### config.mk
export PLATFORM = sky130hd
export DESIGN_NAME = axi_lite_regfile
export DESIGN_NICKNAME = d
export VERILOG_FILES = /design/src/rtl/axi_lite_pkg.sv /design/src/rtl/axi_lite_addr_decode.sv /design/src/rtl/axi_lite_regfile.sv
export SDC_FILE = /design/constraint.sdc
export NUM_CORES = 1
export LEC_CHECK = 0
export CORE_AREA = 10 10 457 459
export CTS_BUF_LIST = sky130_fd_sc_hd__clkbuf_4 sky130_fd_sc_hd__clkbuf_8
export DETAILED_ROUTE_END_ITERATION = 12
export DIE_AREA = 0 0 467 469
export GPL_TIMING_DRIVEN = 0
export PLACE_DENSITY = 0.45
export SLEW_MARGIN = 40
export SYNTH_ARGS = -nofsm -noshare
export SYNTH_HDL_FRONTEND = slang
export SYNTH_SLANG_ARGS = --single-unit
### constraint.sdc
create_clock -name clk -period 4.42 [get_ports clk]
set_input_delay 1.326 -clock clk [delete_from_list [all_inputs] [get_ports clk]]
set_output_delay 1.326 -clock clk [all_outputs]
set_load 0.1 [all_outputs]
### src/rtl/axi_lite_pkg.sv
// Shared types for the AXI4-Lite register file: response codes and FSM states.
package axi_lite_pkg;

  typedef enum logic [1:0] {
    RESP_OKAY   = 2'b00,
    RESP_SLVERR = 2'b10
  } resp_t;

  typedef enum logic {
    W_IDLE = 1'b0,
    W_RESP = 1'b1
  } wr_state_t;

  typedef enum logic {
    R_IDLE = 1'b0,
    R_DATA = 1'b1
  } rd_state_t;

endpackage

### src/rtl/axi_lite_addr_decode.sv
// Byte address -> register index, range check and read-only lookup.
module axi_lite_addr_decode #(
  parameter int                ADDR_WIDTH = 32,
  parameter int                DATA_WIDTH = 32,
  parameter int                NUM_REGS   = 16,
  parameter logic [NUM_REGS-1:0] RO_MASK  = '0,
  localparam int               IDX_W      = $clog2(NUM_REGS)
) (
  input  logic [ADDR_WIDTH-1:0] addr,
  output logic [IDX_W-1:0]      idx,
  output logic                  in_range,
  output logic                  is_ro
);

  localparam int OFF = $clog2(DATA_WIDTH/8);
  localparam logic [ADDR_WIDTH:0] MAP_BYTES = (ADDR_WIDTH+1)'(NUM_REGS*DATA_WIDTH/8);

  assign idx      = addr[OFF +: IDX_W];
  assign in_range = ({1'b0, addr} < MAP_BYTES);
  assign is_ro    = in_range && RO_MASK[idx];

endmodule

### src/rtl/axi_lite_regfile.sv
// AXI4-Lite slave register file with independent write and read FSMs,
// one outstanding transaction per direction.
module axi_lite_regfile
  import axi_lite_pkg::*;
#(
  parameter int                  ADDR_WIDTH = 32,
  parameter int                  DATA_WIDTH = 32,
  parameter int                  NUM_REGS   = 16,
  parameter logic [NUM_REGS-1:0] RO_MASK    = '0
) (
  input  logic                           clk,
  input  logic                           rst_n,
  input  logic [ADDR_WIDTH-1:0]          s_awaddr,
  input  logic                           s_awvalid,
  output logic                           s_awready,
  input  logic [DATA_WIDTH-1:0]          s_wdata,
  input  logic [DATA_WIDTH/8-1:0]        s_wstrb,
  input  logic                           s_wvalid,
  output logic                           s_wready,
  output logic [1:0]                     s_bresp,
  output logic                           s_bvalid,
  input  logic                           s_bready,
  input  logic [ADDR_WIDTH-1:0]          s_araddr,
  input  logic                           s_arvalid,
  output logic                           s_arready,
  output logic [DATA_WIDTH-1:0]          s_rdata,
  output logic [1:0]                     s_rresp,
  output logic                           s_rvalid,
  input  logic                           s_rready,
  output logic [NUM_REGS*DATA_WIDTH-1:0] reg_q,
  input  logic [NUM_REGS*DATA_WIDTH-1:0] hw_status,
  output logic [NUM_REGS-1:0]            wr_pulse,
  output logic [NUM_REGS-1:0]            rd_pulse
);

  localparam int SW    = DATA_WIDTH/8;
  localparam int IDX_W = $clog2(NUM_REGS);
  localparam logic [NUM_REGS-1:0] ONE = NUM_REGS'(1);

  logic [NUM_REGS-1:0][DATA_WIDTH-1:0] regs, hw;
  assign hw    = hw_status;
  assign reg_q = regs;

  // ---------------- write channel ----------------
  wr_state_t             w_state, w_nxt;
  logic                  aw_held, w_held, aw_held_nxt, w_held_nxt;
  logic [ADDR_WIDTH-1:0] awaddr_q, waddr;
  logic [DATA_WIDTH-1:0] wdata_q, wdat;
  logic [SW-1:0]         wstrb_q, wstb;
  logic                  aw_hs, w_hs, commit, wr_ok;
  logic                  awready_nxt, wready_nxt, bvalid_nxt;
  resp_t                 bresp_q, bresp_nxt;
  logic [IDX_W-1:0]      w_idx;
  logic                  w_inr, w_ro;

  assign aw_hs = s_awvalid && s_awready;
  assign w_hs  = s_wvalid && s_wready;
  // Held copies win; otherwise the beat handshaking this cycle is used directly.
  assign waddr = aw_held ? awaddr_q : s_awaddr;
  assign wdat  = w_held ? wdata_q : s_wdata;
  assign wstb  = w_held ? wstrb_q : s_wstrb;
  assign wr_ok = w_inr && !w_ro;
  assign s_bresp = bresp_q;

  axi_lite_addr_decode #(
    .ADDR_WIDTH(ADDR_WIDTH), .DATA_WIDTH(DATA_WIDTH),
    .NUM_REGS(NUM_REGS), .RO_MASK(RO_MASK)
  ) u_wdec (
    .addr(waddr), .idx(w_idx), .in_range(w_inr), .is_ro(w_ro)
  );

  always_comb begin
    w_nxt       = w_state;
    aw_held_nxt = aw_held;
    w_held_nxt  = w_held;
    awready_nxt = 1'b0;
    wready_nxt  = 1'b0;
    bvalid_nxt  = s_bvalid;
    bresp_nxt   = bresp_q;
    commit      = 1'b0;
    case (w_state)
      W_IDLE: begin
        if ((aw_held || aw_hs) && (w_held || w_hs)) begin
          commit      = 1'b1;
          aw_held_nxt = 1'b0;
          w_held_nxt  = 1'b0;
          bvalid_nxt  = 1'b1;
          bresp_nxt   = wr_ok ? RESP_OKAY : RESP_SLVERR;
          w_nxt       = W_RESP;
        end else begin
          if (aw_hs) aw_held_nxt = 1'b1;
          if (w_hs)  w_held_nxt  = 1'b1;
          awready_nxt = !aw_held_nxt;
          wready_nxt  = !w_held_nxt;
        end
      end
      W_RESP: begin
        if (s_bvalid && s_bready) begin
          bvalid_nxt  = 1'b0;
          awready_nxt = 1'b1;
          wready_nxt  = 1'b1;
          w_nxt       = W_IDLE;
        end
      end
      default: w_nxt = W_IDLE;
    endcase
  end

  always_ff @(posedge clk) begin
    if (!rst_n) begin
      w_state   <= W_IDLE;
      aw_held   <= 1'b0;
      w_held    <= 1'b0;
      awaddr_q  <= '0;
      wdata_q   <= '0;
      wstrb_q   <= '0;
      s_awready <= 1'b0;
      s_wready  <= 1'b0;
      s_bvalid  <= 1'b0;
      bresp_q   <= RESP_OKAY;
      wr_pulse  <= '0;
      regs      <= '0;
    end else begin
      w_state   <= w_nxt;
      aw_held   <= aw_held_nxt;
      w_held    <= w_held_nxt;
      s_awready <= awready_nxt;
      s_wready  <= wready_nxt;
      s_bvalid  <= bvalid_nxt;
      bresp_q   <= bresp_nxt;
      if (aw_hs) awaddr_q <= s_awaddr;
      if (w_hs) begin
        wdata_q <= s_wdata;
        wstrb_q <= s_wstrb;
      end
      wr_pulse <= (commit && wr_ok) ? (ONE << w_idx) : '0;
      if (commit && wr_ok)
        for (int b = 0; b < SW; b++)
          if (wstb[b]) regs[w_idx][b*8 +: 8] <= wdat[b*8 +: 8];
    end
  end

  // ---------------- read channel ----------------
  rd_state_t        r_state, r_nxt;
  logic             ar_hs, arready_nxt, rvalid_nxt;
  resp_t            rresp_q;
  logic [IDX_W-1:0] r_idx;
  logic             r_inr, r_ro;

  assign ar_hs   = s_arvalid && s_arready;
  assign s_rresp = rresp_q;

  axi_lite_addr_decode #(
    .ADDR_WIDTH(ADDR_WIDTH), .DATA_WIDTH(DATA_WIDTH),
    .NUM_REGS(NUM_REGS), .RO_MASK(RO_MASK)
  ) u_rdec (
    .addr(s_araddr), .idx(r_idx), .in_range(r_inr), .is_ro(r_ro)
  );

  always_comb begin
    r_nxt       = r_state;
    arready_nxt = 1'b0;
    rvalid_nxt  = s_rvalid;
    case (r_state)
      R_IDLE: begin
        arready_nxt = 1'b1;
        if (ar_hs) begin
          arready_nxt = 1'b0;
          rvalid_nxt  = 1'b1;
          r_nxt       = R_DATA;
        end
      end
      R_DATA: begin
        if (s_rvalid && s_rready) begin
          rvalid_nxt  = 1'b0;
          arready_nxt = 1'b1;
          r_nxt       = R_IDLE;
        end
      end
      default: r_nxt = R_IDLE;
    endcase
  end

  // Sampling regs here sees the pre-write value when a commit lands on the same edge.
  always_ff @(posedge clk) begin
    if (!rst_n) begin
      r_state   <= R_IDLE;
      s_arready <= 1'b0;
      s_rvalid  <= 1'b0;
      s_rdata   <= '0;
      rresp_q   <= RESP_OKAY;
      rd_pulse  <= '0;
    end else begin
      r_state   <= r_nxt;
      s_arready <= arready_nxt;
      s_rvalid  <= rvalid_nxt;
      rd_pulse  <= '0;
      if (ar_hs) begin
        s_rdata  <= !r_inr ? '0 : (r_ro ? hw[r_idx] : regs[r_idx]);
        rresp_q  <= r_inr ? RESP_OKAY : RESP_SLVERR;
        rd_pulse <= r_inr ? (ONE << r_idx) : '0;
      end
    end
  end

endmodule
==> metrics.md, run 1 <==
| Metric | Value |
|---|---|
| Outcome | `complete, no violations` |
| Average via count per standard cell | `4.05` |
| Type of the worst setup path | `in -> reg` |
| Post-detailed-placement cell area | `36200 um^2` |
| Sum of routed wire length over all layers | `197 mm` |
| Buffer count from post-CTS setup fixing | `0` |
| Number of flops mapped to enable cells by yosys | `0` |
| Setup repair after global routing missed its margin | `no` |
| Final global-route overflow total | `0` |
| RePlAce Congestion | `0.837` |
| Cell area power density | `360 nW/um^2` |
| Type of element launching the critical path | `input port` |
| Number of design rule violations left after detail routing | `0` |
| Required time at the endpoint of the critical path | `5.17 ns` |
| Max Transition Viols Final | `0` |
| GRT Overall Usage | `17.2%` |
| Post-DRT Antenna Nets | `0` |
| Standby leakage power | `18.6 nW` |
| Area enclosed by the die boundary | `219000 um^2` |
| H-Tree Depth | `4` |
| Dpl cells | `5908` |
| CP Data Arrival Time | `5.06 ns` |
| Fraction of the yosys area taken by sequential cells | `46.1%` |
| Post-Syn Area | `28400 um^2` |
| Pin count of the biggest net entering global routing | `17` |
| Peak ir drop on the vdd network | `0.247 mV` |
| HPWL after DPL | `161 mm` |
| Setup WS post-layout | `0.112 ns` |
| Effective utilization at floorplan | `14.2%` |
| Global-route wire length before repair | `252 mm` |
| Clock input transition at the sequential cells of the worst setup and hold paths | `0.06 ns` |
| First drt pass iteration count | `6` |
| Setup slack at placement | `-0.760 ns` |
| Count of endpoints failing hold in the final timing report | `0` |
| Count of max-cap constraint violations | `0` |
| Avg Cell Area, Syn | `11.1 um^2` |
| Fin crit share | `97.5%` |
| Worst Setup End Kind | `flop` |
| Number of cell rows | `164` |
| Synth Flop Type | `dfxtp_1` |
| Crit path time final | `4.31 ns` |
| Post-cts sizing count | `0` |
| Portion of synthesized cell area occupied by the leading cell type | `46.1%` |
| Type of the worst min-delay path | `reg -> reg` |
| Rel. slew slack | `37.5%` |
| Final design area excluding fillers | `39000 um^2` |
| Vias | `24900` |
| Synth warnings | `0` |
| Number of register bits inferred by synthesis | `653` |
| Top-level I/O count | `1204` |
| Die Y-Extent | `469 um` |
| Largest driver fanout on the critical path | `10` |
| Number of distinct library cells after synthesis | `54` |
| Post-synth top area cell | `dfxtp_1` |
| DR WL/cell | `32.1 um` |
| Largest buffer count on any clock path | `3` |
| Die X-Extent | `467 um` |
| Ratio of cells with drive above 1 in the final layout | `35.2%` |
| Number of standard cells in the final layout excluding fillers | `6157` |
| Skew final | `0.0644 ns` |
| Violation count after the first detailed-route iteration | `1869` |
| Number of buffers added by the clock tree synthesis step | `134` |
| Floorplan Core Area | `199000 um^2` |
| Count of port buffers added during placement | `681` |
| Number of antenna violations at the first check in global routing | `42` |
| Hold-fix buffers at CTS | `0` |
| Net count, final | `4008` |
| Clock root buffer master | `clkbuf_8` |
| Largest cells by area after synthesis | `dfxtp_1 46%, mux2i_1 18%, mux4_2 13%` |
| CTS tree | `built` |
| Worst-margin pin slew | `0.936 ns` |
| Accumulated negative setup slack | `0 ns` |
| Num Clock Sinks | `653` |
| Synthesized instance count | `2551` |
| Max frequency | `232 MHz` |
| Via count of the first global-routing pass | `25100` |
| Setup violations, final | `0` |
| Worst-Skew Late Latency | `0.89 ns` |
| Fraction of registers with async set or reset after synthesis | `0%` |
| Synthesis-to-layout area growth | `37.7%` |
[synth_stat cells (4+ instances only)]
cell / n
a21boi_0: 66
a21oi_1: 7
a32o_1: 32
and2_1: 4
buf_1: 21
buf_2: 16
buf_4: 7
clkbuf_1: 137
dfxtp_1: 653
mux2_2: 34
mux2i_1: 517
mux4_2: 160
nand2_1: 689
nand3_1: 8
nand3_2: 15
nand3_4: 30
nand3b_1: 4
nand4_2: 9
nand4_4: 10
nor2_1: 36
nor2_2: 7
nor2b_1: 4
nor3_1: 25
nor4_1: 12
nor4b_1: 5
[layout make-up]
type / count / area (um^2)
buffer: 187 / 912
timing repair buffer: 701 / 4320
clock buffer: 200 / 2510
clock inverter: 21 / 289
tap: 2656 / 3320
sequential: 653 / 13100
fill: 22000 / 160000
inverter: 3 / 11.3
antenna: 27 / 67.6
multi-input combinational: 1709 / 14500
[metrics by stage]
stage | util [%] | hold slack (ns) | power (mW)
6_report | 19.6 | 0.460 | 14.1
4_1_cts | 19.6 | 0.463 | 14.3
3_3_place_gp | 19.3 | 0.447 | 7.34
2_1_floorplan | - | 0.440 | 6.66
5_1_grt | 19.6 | 0.472 | 14.6
3_5_place_dp | 18.2 | 0.451 | 7.39
[sequential cells by signal, indices dropped and copies added, names as in the netlist]
register,count
aw_held,1
awaddr_q,30
r_state,1
rd_pulse,16
reg_q,512
s_arready,1
s_awready,1
s_bresp,1
s_bvalid,1
s_rdata,32
s_rresp,1
s_rvalid,1
s_wready,1
w_held,1
w_state,1
wdata_q,32
wr_pulse,16
wstrb_q,4
[layout by cell type (no fill, tap or decap), types with 4 or more instances in the layout]
master / synthesis / routed
buf_1: 21 / 7
nor2b_1: 4 / 4
buf_12: 0 / 4
nand3b_1: 4 / 4
buf_6: 3 / 5
clkinv_2: 0 / 4
mux2i_1: 517 / 517
and2_1: 4 / 4
clkbuf_4: 0 / 41
buf_8: 3 / 5
diode_2: 0 / 27
clkbuf_1: 137 / 69
mux2_2: 34 / 34
buf_16: 0 / 10
clkbuf_2: 0 / 66
nor4b_1: 5 / 4
nand4_2: 9 / 9
mux4_2: 160 / 160
clkbuf_8: 0 / 161
nand4_4: 10 / 10
nor2_2: 7 / 16
dfxtp_1: 653 / 653
nor2_1: 36 / 26
nor4_1: 12 / 12
clkinv_8: 0 / 4
nand2_1: 689 / 689
buf_2: 16 / 612
a21oi_1: 7 / 6
nand3_2: 15 / 15
clkdlybuf4s50_1: 0 / 98
a21boi_0: 66 / 66
buf_4: 7 / 10
nand3_1: 8 / 8
a32o_1: 32 / 32
nand3_4: 30 / 30
nor3_1: 25 / 24
[power by group]
group          internal (mW)  switching (mW)
Sequential              5.93          0.0282
Clock                   3.82            3.00
Combinational          0.340           0.935
Total                   10.1            3.96
[worst max-delay path, cell delays in order]
cell and delay [ns]:
clkdlybuf4s50_1 0.55, and2_1 0.14, buf_2 0.17, nand3_1 0.47
a221oi_1 0.79, buf_4 0.34, nand4_1 0.52, clkbuf_1 0.38
nor3_1 0.35
[routing by layer]
metal	share of wire, %	up-vias	track usage (%)
met4	2.6	16	4.95
met5	0.052	-	0
met3	8.9	218	5.97
met2	44	1241	27.0
met1	44	12600	22.3
li1	-	10800	-
[worst paths after layout]
path	startpoint	to	slack, ns	depth (start not counted)
worst max-delay path	s_awvalid	wr_pulse[5]$_SDFF_PP0_	0.11	9
worst max register to register	aw_held$_SDFFE_PN0N_	reg_q[52]$_SDFFE_PN0P_	0.65	7
worst min-delay path	s_rdata[2]$_SDFFE_PN0P_	s_rdata[2]$_SDFFE_PN0P_	0.46	1
worst min register to register	s_rdata[2]$_SDFFE_PN0P_	s_rdata[2]$_SDFFE_PN0P_	0.46	1
[kinds of logic (layout without fill, tap and decap cells)]
group,Yosys count,after routing,synth area share [%]
AOI/OAI and AO/OA,125,125,3.79
DFF,653,653,46.1
buffers and inverters,190,1112,2.88
muxes,712,712,32.4
and+or+nand+nor,870,870,14.9
other,1,29,0.0132
(Power assumes the default switching activity.)
==> run 2, diff against run 1 <==
Settings changed: PLACE_DENSITY 0.45 to unset, PLACE_DENSITY_LB_ADDON set to 0.12, SLEW_MARGIN 40 to 25.
==> run 2 against run 1 <==
Against the previous run:
- critical path depth is the same
- maximum frequency shrank 0.18%
- via count shrank 2.6%
- utilization grew 1.0 points
- first-iteration DRC count fell by 28%
- global-route usage grew 0.53 points
==> metrics.md, run 2 (synthesis results as in run 1) <==
| Metric | Value |
|---|---|
| Outcome | `complete, no violations (unchanged)` |
| Die X-Extent | `467 um (unchanged)` |
| Number of cell rows | `164 (unchanged)` |
| Clock input transition at the sequential cells of the worst setup and hold paths | `0.06 ns (about the same)` |
| Skew final | `0.0559 ns (was 0.0644 ns)` |
| RePlAce Congestion | `0.777 (was 0.837)` |
| Highest-delay cell along the critical path | `a221oi_1 (unchanged)` |
| Crit path time final | `4.32 ns (was 4.31 ns)` |
| DR top layer | `met5 (unchanged)` |
| Met3 wirelength from detailed routing | `19.0 mm (was 17.6 mm)` |
| Global-route wire length before repair | `259 mm (was 252 mm)` |
| Launching instance or port of the critical path | `s_awvalid (unchanged)` |
| Pin count of the biggest net entering global routing | `17 (unchanged)` |
| Via count of the first global-routing pass | `24800 (was 25100)` |
| Effective utilization at floorplan | `14.2% (unchanged)` |
| Rel. slew slack | `23.2% (was 37.5%)` |
| Hold Path Origin | `s_rdata[22]$_SDFFE_PN0P_ (was s_rdata[2]$_SDFFE_PN0P_)` |
| Ratio of cells with drive above 1 in the final layout | `21.6% (was 35.2%)` |
| Type of the worst setup path | `in -> reg (unchanged)` |
| DR WL/cell | `32.8 um (was 32.1 um)` |
| Number of standard cells in the final layout excluding fillers | `6158 (was 6157)` |
| Sum of routed wire length over all layers | `202 mm (was 197 mm)` |
| Count of endpoints failing hold in the final timing report | `0 (unchanged)` |
| Setup repair after global routing missed its margin | `no (unchanged)` |
| Standby leakage power | `17.6 nW (was 18.6 nW)` |
| Post-DRT Antenna Nets | `0 (unchanged)` |
| Clock root buffer master | `clkbuf_8 (unchanged)` |
| Largest driver fanout on the critical path | `10 (unchanged)` |
| HPWL after DPL | `162 mm (was 161 mm)` |
| GRT Overall Usage | `17.8% (was 17.2%)` |
| Num Clock Sinks | `653 (unchanged)` |
| Net count, final | `4010 (was 4008)` |
| Largest buffer count on any clock path | `3 (unchanged)` |
| Final design area excluding fillers | `41100 um^2 (was 39000 um^2)` |
| Worst Setup End Kind | `flop (unchanged)` |
| H-Tree Depth | `4 (unchanged)` |
| Fin crit share | `97.6% (was 97.5%)` |
| Max frequency | `232 MHz (about the same)` |
| Leading cell type in the layout, fill and taps excluded | `nand2_1 (unchanged)` |
| Register area | `13100 um^2 (unchanged)` |
| Worst-margin pin slew | `1.15 ns (was 0.936 ns)` |
| Max FFs per register | `512 (unchanged)` |
| Commonest cells after routing, fill and taps aside | `689 x nand2_1, 653 x dfxtp_1, 542 x clkdlybuf4s50_1 (was 689 x nand2_1, 653 x dfxtp_1, 612 x buf_2)` |
| Required time at the endpoint of the critical path | `5.17 ns (about the same)` |
| Slowest stage delay, CP | `0.74 ns (was 0.79 ns)` |
| Cell area power density | `347 nW/um^2 (was 360 nW/um^2)` |
| Count of port buffers added during placement | `681 (unchanged)` |
| Worst-Skew Late Latency | `0.91 ns (was 0.89 ns)` |
| Register-to-Register Setup Slack | `0.49 ns (was 0.65 ns)` |
| Final core utilization | `20.6% (was 19.6%)` |
| Met2 WL post-DR | `84.4 mm (was 87.3 mm)` |
| Dpl cells | `5904 (was 5908)` |
| Number of buffers added by the clock tree synthesis step | `142 (was 134)` |
| Number of antenna violations at the first check in global routing | `33 (was 42)` |
| Wire length the detailed router placed on met1 | `92.9 mm (was 87.4 mm)` |
| CTS tree | `built (unchanged)` |
| Post-detailed-placement cell area | `38200 um^2 (was 36200 um^2)` |
| Type of element launching the critical path | `input port (unchanged)` |
| Count of max-cap constraint violations | `0 (unchanged)` |
| Hold-fix buffers at CTS | `0 (unchanged)` |
| Type of the worst min-delay path | `reg -> reg (unchanged)` |
| Multi-input combinational cell area | `14500 um^2 (about the same)` |
| Floorplan Core Area | `199000 um^2 (unchanged)` |
| Setup violations, final | `0 (unchanged)` |
| Violation count after the first detailed-route iteration | `1339 (was 1869)` |
| Fill cells | `21800 (was 22000)` |
| R2r startpoint | `aw_held$_SDFFE_PN0N_ (unchanged)` |
| Number of design rule violations left after detail routing | `0 (unchanged)` |
| Final global-route overflow total | `0 (unchanged)` |
| Die Y-Extent | `469 um (unchanged)` |
| Max Transition Viols Final | `0 (unchanged)` |
| CP Data Arrival Time | `5.07 ns (was 5.06 ns)` |
| Area enclosed by the die boundary | `219000 um^2 (unchanged)` |
| Top-level I/O count | `1204 (unchanged)` |
| Peak ir drop on the vdd network | `0.292 mV (was 0.247 mV)` |
| Vias | `24300 (was 24900)` |
| Average via count per standard cell | `3.94 (was 4.05)` |
| Ordered list of cells on the worst path | `clkdlybuf4s50_1 > and2_1 > buf_2 > nand3_1 > a221oi_1 > buf_4 > nand4_1 > clkbuf_1 > nor3_1 (unchanged)` |
| First drt pass iteration count | `5 (was 6)` |
| Synthesis-to-layout area growth | `45.0% (was 37.7%)` |
## run 2: cell types whose count changed in the layout (fill, tap and decap cells not counted), moves of 3 or more
cell             delta
buf_16              -4
clkbuf_4           +11
nor2_1              +3
diode_2            -10
clkdlybuf4s50_1   +444
clkbuf_1           +33
inv_6               +3
buf_2             -445
clkinv_2            +4
inv_12              -3
clkbuf_2           -30
## run 2: path summary, 6_finish.rpt
check,end,cells past startpoint
hold reg to reg,s_rdata[22]$_SDFFE_PN0P_,1
setup / recovery,wr_pulse[6]$_SDFF_PP0_,9
setup reg to reg,wr_pulse[6]$_SDFF_PP0_,7
hold / removal,s_rdata[22]$_SDFFE_PN0P_,1
## run 2: layout make-up
| type | count | share of cell area (%) |
|---|---|---|
| timing repair buffer | 696 | 15.6 |
| inverter | 3 | 0.0274 |
| antenna | 17 | 0.103 |
| tap | 2656 | 8.08 |
| multi-input combinational | 1709 | 35.3 |
| clock inverter | 23 | 0.615 |
| buffer | 186 | 2.09 |
| sequential | 653 | 31.8 |
| clock buffer | 215 | 6.41 |
## run 2: what timing repair did
item / in CTS / in global routing
buffers inserted: 0 / 0
setup endpoints to repair: 0 / 71
gates resized for setup: 0 / 3
## run 2: through the flow
stage / setup TNS (ns) / total power [mW] / setup WS (ns) / hold WS (ns)
finish: 0 / 14.3 / 0.104 / 0.462
global route: 0 / 14.9 / 0.0780 / 0.481
CTS: 0 / 14.6 / 0.0525 / 0.464
detailed placement: -273.92 / 7.36 / -0.967 / 0.450
global placement: -684.56 / 7.33 / -2.64 / 0.450
floorplan: 0 / 6.66 / 0.939 / 0.440
## run 2: worst max-delay path: cells and delay by family
family / cells / cell delay (ns)
simple gates: 4 / 1.52
compound gates: 1 / 0.74
buf+inv: 4 / 1.46
## run 2: power by group
group	internal, mW	switching [mW]
clock network	3.92	3.16
logic	0.327	0.901
registers	5.94	0.0286
## run 2: per-layer routing
metal	track usage [%]	vias up
li1	-	10800
met1	23.5	12200
met2	26.4	978
met3	7.47	218
met4	4.86	30
met5	0	-
